<file path="src/rtl/div_unit.sv">
// Multi-cycle radix-2 restoring divider for DIV/DIVU in EX.
// Holds the pipeline via stallreq_o until {remainder, quotient} is ready.
module div_unit #(
  parameter int DATA_W = 32
) (
  input  logic                clk,
  input  logic                rst,
  input  logic                signed_div_i,
  input  logic [DATA_W-1:0]   opdata1_i,
  input  logic [DATA_W-1:0]   opdata2_i,
  input  logic                start_i,
  input  logic                annul_i,
  output logic [2*DATA_W-1:0] result_o,
  output logic                ready_o,
  output logic                stallreq_o
);

  localparam int CNT_W = $clog2(DATA_W + 1);

  typedef enum logic [1:0] {
    ST_IDLE,
    ST_BYZERO,
    ST_ON,
    ST_END
  } state_e;

  function automatic logic [DATA_W-1:0] neg_if(input logic en, input logic [DATA_W-1:0] v);
    return en ? (~v + DATA_W'(1)) : v;
  endfunction

  state_e                state_q, state_d;
  logic [CNT_W-1:0]      cnt_q, cnt_d;
  logic                  ready_q, ready_d;
  logic [2*DATA_W-1:0]   result_q, result_d;
  logic [DATA_W-1:0]     rem_q, rem_d;
  logic [DATA_W-1:0]     quot_q, quot_d;
  logic [DATA_W-1:0]     dvsr_q, dvsr_d;
  logic                  neg_quot_q, neg_quot_d;
  logic                  neg_rem_q, neg_rem_d;

  logic [DATA_W:0]       partial;
  logic signed [DATA_W:0] diff;

  // Remainder stays below the divisor, so DATA_W+1 bits suffice and the MSB is the borrow.
  assign partial = {rem_q, quot_q[DATA_W-1]};
  assign diff    = $signed(partial - {1'b0, dvsr_q});

  always_comb begin
    state_d    = state_q;
    cnt_d      = cnt_q;
    ready_d    = ready_q;
    result_d   = result_q;
    rem_d      = rem_q;
    quot_d     = quot_q;
    dvsr_d     = dvsr_q;
    neg_quot_d = neg_quot_q;
    neg_rem_d  = neg_rem_q;

    case (state_q)
      ST_IDLE: begin
        if (start_i && !annul_i) begin
          if (opdata2_i == '0) begin
            state_d = ST_BYZERO;
          end else begin
            state_d    = ST_ON;
            cnt_d      = '0;
            rem_d      = '0;
            quot_d     = neg_if(signed_div_i & opdata1_i[DATA_W-1], opdata1_i);
            dvsr_d     = neg_if(signed_div_i & opdata2_i[DATA_W-1], opdata2_i);
            neg_quot_d = signed_div_i & (opdata1_i[DATA_W-1] ^ opdata2_i[DATA_W-1]);
            neg_rem_d  = signed_div_i & opdata1_i[DATA_W-1];
          end
        end
      end
      ST_BYZERO: begin
        state_d  = ST_END;
        result_d = '0;
        ready_d  = 1'b1;
      end
      ST_ON: begin
        if (annul_i) begin
          state_d = ST_IDLE;
          ready_d = 1'b0;
        end else if (cnt_q == CNT_W'(DATA_W)) begin
          state_d  = ST_END;
          result_d = {neg_if(neg_rem_q, rem_q), neg_if(neg_quot_q, quot_q)};
          ready_d  = 1'b1;
        end else begin
          cnt_d = cnt_q + CNT_W'(1);
          if (diff < 0) begin
            rem_d  = partial[DATA_W-1:0];
            quot_d = {quot_q[DATA_W-2:0], 1'b0};
          end else begin
            rem_d  = diff[DATA_W-1:0];
            quot_d = {quot_q[DATA_W-2:0], 1'b1};
          end
        end
      end
      ST_END: begin
        if (annul_i || !start_i) begin
          state_d  = ST_IDLE;
          ready_d  = 1'b0;
          result_d = '0;
        end
      end
      default: state_d = ST_IDLE;
    endcase
  end

  always_ff @(posedge clk) begin
    if (!rst) begin
      state_q  <= ST_IDLE;
      cnt_q    <= '0;
      ready_q  <= 1'b0;
      result_q <= '0;
    end else begin
      state_q  <= state_d;
      cnt_q    <= cnt_d;
      ready_q  <= ready_d;
      result_q <= result_d;
    end
  end

  // Working registers are only meaningful in ON, which is always entered through IDLE.
  always_ff @(posedge clk) begin
    rem_q      <= rem_d;
    quot_q     <= quot_d;
    dvsr_q     <= dvsr_d;
    neg_quot_q <= neg_quot_d;
    neg_rem_q  <= neg_rem_d;
  end

  assign result_o   = result_q;
  assign ready_o    = ready_q;
  assign stallreq_o = start_i & ~ready_q & ~annul_i;

endmodule

</file>
<file path="config.mk">
export PLATFORM = sky130hd
export DESIGN_NAME = div_unit
export DESIGN_NICKNAME = d
export VERILOG_FILES = /design/src/rtl/div_unit.sv
export SDC_FILE = /design/constraint.sdc
export NUM_CORES = 1
export LEC_CHECK = 0
export ABC_AREA = 1
export CAP_MARGIN = 20
export CORE_AREA = 2 2 173 175
export CTS_CLUSTER_SIZE = 25
export DETAILED_ROUTE_END_ITERATION = 12
export DIE_AREA = 0 0 175 177
export DONT_BUFFER_PORTS = 1
export HOLD_SLACK_MARGIN = 0.08
export PLACE_DENSITY = 0.6
export SLEW_MARGIN = 10
export SYNTH_ARGS = -nofsm -noshare
export SYNTH_HDL_FRONTEND = slang
export SYNTH_SLANG_ARGS = --single-unit
</file>
<file path="constraint.sdc">
create_clock -name clk -period 9.1 [get_ports clk]
set_input_delay 2.73 -clock clk [delete_from_list [all_inputs] [get_ports clk]]
set_output_delay 2.73 -clock clk [all_outputs]
set_load 0.02 [all_outputs]
</file>
==> impl_metrics.py <==
metrics = {
    "power_and_ir_drop": {
        "switching_share_pct": 37.5,
        "clkPwrFrac_pct": 30.2,
        "power.density_nw_per_um2": 180,
        "p_int_w": 0.00156,
        "leakage_nw": 6.50,
        "pwr-share-comb_pct": 30.4,
        "ir_drop_mv": 0.140,
        "seq_power_share_pct": 39.4,
        "p_sw_w": 0.000935,
    },
    "setup_path": {
        "reg2reg_from": "cnt_q[0]",
        "worst_ep_arrival_time_ns": 3.25,
        "r2r_slack_ns": 6.03,
        "required_ns": 6.37,
        "reg2regPathDepth": 8,
        "crit_fanout": 4,
        "worstReg2RegEnd": "rem_q[1]",
        "critPathKind": "input pin to primary output",
        "crit_path_end_kind": "primary output",
        "startpoint_type": "input pin",
    },
    "synthesis": {
        "synth_compound_area_share_pct": 9.79,
        "syn_inst": 2011,
        "muxShareOfSynthArea_pct": 0,
        "synthAdderAreaFrac_pct": 3.83,
        "synth_area_leaders": "edfxtp_1 (23%), nand2_1 (16%), dfxtp_1 (11%)",
        "yosysTopAreaCellShare_pct": 22.8,
        "synth_warnings": 0,
        "synth-xor-area-share_pct": 3.93,
        "ys.flop_type": "edfxtp_1",
        "synth_top_family_by_area": "simple AND/OR/NAND/NOR gates",
        "synth_top_area_cell": "edfxtp_1",
        "async_flop_share_pct": 0,
        "synth_cell_type_count": 45,
        "yosys.area_share.simple_pct": 37.3,
        "synth_edf_count": 98,
        "syn-num-nets": 2119,
        "synth.avg_cell_area_um2": 6.42,
        "ys_seq_elements": 171,
        "synth_area_um2": 12900,
        "seq_area_frac_synth_pct": 34.1,
    },
    "clock_network": {
        "cts_tree": "yes",
        "postCtsSetupRepairBufs": 0,
        "postCtsResizedCells": 0,
        "root_buffer": "clkbuf_16",
        "cts_hold_buf": 0,
        "clock_sinks": 171,
        "cts_buffers": 17,
        "htreeDepth": 4,
        "clockBufferDepth": 2,
        "path_clk_slew_ns": 0.07,
        "worstSkewPairLatency_ns": 0.44,
    },
    "finish": {
        "fin_util_pct": 47.4,
        "drive_gt1_share_pct": 4.55,
        "synthToLayoutAreaGrowth_pct": 7.40,
        "n_antenna_cell": 0,
        "final_net_count": 2094,
    },
    "grt": {
        "grt_usage_pct": 24.8,
        "antenna_found_initial": 0,
        "grt_pass1_vias": 11700,
        "grt_max_degree": 83,
        "grt_overflow": 0,
        "grt_pass1_wl_mm": 60.5,
    },
    "job": {
        "maxCapViolations": 0,
    },
    "die": {
        "io_pins": 135,
        "die_area_um2": 31000,
        "initial_core_util_pct": 44.2,
        "coreArea_um2": 29200,
        "num_rows": 63,
        "fp.dieW_um": 175,
        "die_h_um": 177,
    },
    "route": {
        "drt-pass1-iter-count": 6,
        "wl_per_cell_um": 15.8,
        "wirelength_mm": 37.8,
        "drc": 0,
        "num_vias": 12400,
        "drt_iter0_drc": 961,
        "ant_nets": 0,
        "routed_via_density": 5.19,
    },
    "hold_path": {
        "holdPathStages": 2,
        "hold_start": "cnt_q[3]",
        "holdPathEnd": "cnt_q[3]",
        "hold_path.class": "flip-flop to flip-flop",
    },
    "placed_design": {
        "gp_congestion": 0.943,
        "detailed_place_hpwl_mm": 30.0,
        "portBuffers": 0,
    },
    "timing": {
        "clock.fmax_ghz": 0.167,
        "tightest_slew_ns": 0.915,
        "slew_viol_final": 0,
        "fin_crit_sh_pct": 65.8,
        "fin_skew_ns": 0.0153,
        "hold_viol_final": 0,
        "fin_setup_tns_ns": 0,
        "finalSetupViolCount": 0,
        "post-route-min-period_ns": 5.98,
        "max_slew_margin_pct": 38.9,
        "rsz0062_at_grt": "false",
    },
    "status": {
        "status": "finished clean",
    },
}
worst max-delay path, cell delays in order:
cell	delay (ns)
inv_2	0.04
nand2_1	0.14
nor2_1	0.34
layout make-up:
cell class                      count  area (um^2)
Inverter                          318         1190
Multi-Input combinational cell   1471         7110
Timing Repair Buffer                7         77.6
Sequential cell                   171         4400
Clock inverter                     15          175
Tap cell                          390          488
Clock buffer                       17          425
Fill cell                        3077        15400
power groups by stage:
stage | combinational, W | sequential (W) | clock (W)
after floorplan | 0.000597 | 0.000964 | 0
after global placement | 0.000745 | 0.000998 | 0
after detailed placement | 0.000754 | 0.000999 | 0
after CTS | 0.000758 | 0.000981 | 0.000763
after global routing | 0.000874 | 0.000987 | 0.000794
final | 0.000758 | 0.000982 | 0.000752
how the worst max path moves through the flow:
stage	from	end	slack, ns	cells after the start
finish	annul_i	stallreq_o	3.12	3
global route	annul_i	stallreq_o	3.06	3
CTS	annul_i	stallreq_o	3.11	3
detailed placement	annul_i	stallreq_o	3.11	3
global placement	annul_i	stallreq_o	3.11	3
floorplan	opdata2_i[0]	quot_q[0]	2.38	9
placed cells by master, fill, tap and decap left out, types with 3 or more instances in the layout:
cell type / instances
nand2_1: 567
inv_1: 306
nor2_1: 256
nand3_1: 220
a21oi_1: 109
edfxtp_1: 98
o21ai_0: 95
dfxtp_1: 73
xor2_1: 47
ha_1: 38
nand4_1: 22
clkbuf_16: 17
nor3_1: 14
nor2_2: 13
xnor2_1: 11
inv_2: 10
nand3b_1: 9
nand2_2: 8
a21boi_0: 7
nand2_4: 6
inv_6: 6
buf_4: 5
nor2_4: 4
a31oi_1: 4
nor4_1: 4
o211ai_1: 4
a21o_1: 4
o21ai_1: 4
or2_2: 4
and2_1: 3
and3_1: 3
a21oi_2: 3
clkinv_1: 3
registers in the layout, summed over array words and instances, names as in the netlist:
signal	count
state_q	2
rem_q	32
neg_quot_q	1
ready_o	1
cnt_q	6
neg_rem_q	1
result_o	64
quot_q	32
dvsr_q	32
routing by layer:
metal / vias to the layer above / part of all wire, % / track usage (%)
met5: - / 0 / 0
met4: 0 / 3.3 / 9.58
met3: 62 / 5.6 / 4.81
met2: 324 / 46 / 41.0
met1: 5641 / 45 / 32.0
li1: 6364 / - / -
Yosys cell counts, types with 11 or more instances:
| master | n |
|---|---|
| nand2_1 | 567 |
| inv_1 | 306 |
| nor2_1 | 259 |
| nand3_1 | 220 |
| a21oi_1 | 109 |
| edfxtp_1 | 98 |
| o21ai_0 | 95 |
| dfxtp_1 | 73 |
| xor2_1 | 47 |
| ha_1 | 38 |
| clkbuf_1 | 24 |
| nand4_1 | 22 |
| buf_2 | 18 |
| nor3_1 | 14 |
| nor2_2 | 13 |
| xnor2_1 | 11 |
stage by stage:
stage	worst slack (ns)	cell area (um^2)	total power (W)	hold WS, ns	cells
finish	3.12	13900	0.00249	0.504	2389
global route	3.06	13900	0.00266	0.548	2389
CTS	3.11	13800	0.00250	0.506	2387
detailed placement	3.11	13200	0.00175	0.495	2355
global placement	3.11	13200	0.00174	0.480	2355
floorplan	2.38	12900	0.00156	0.462	2011
cell families after synthesis:
group / count (synthesis)
compound gates: 237
fa+ha+maj: 39
simple gates: 1137
buf+inv: 369
xor+xnor: 58
flops: 171
No activity file was read; power rests on OpenSTA's default activity.
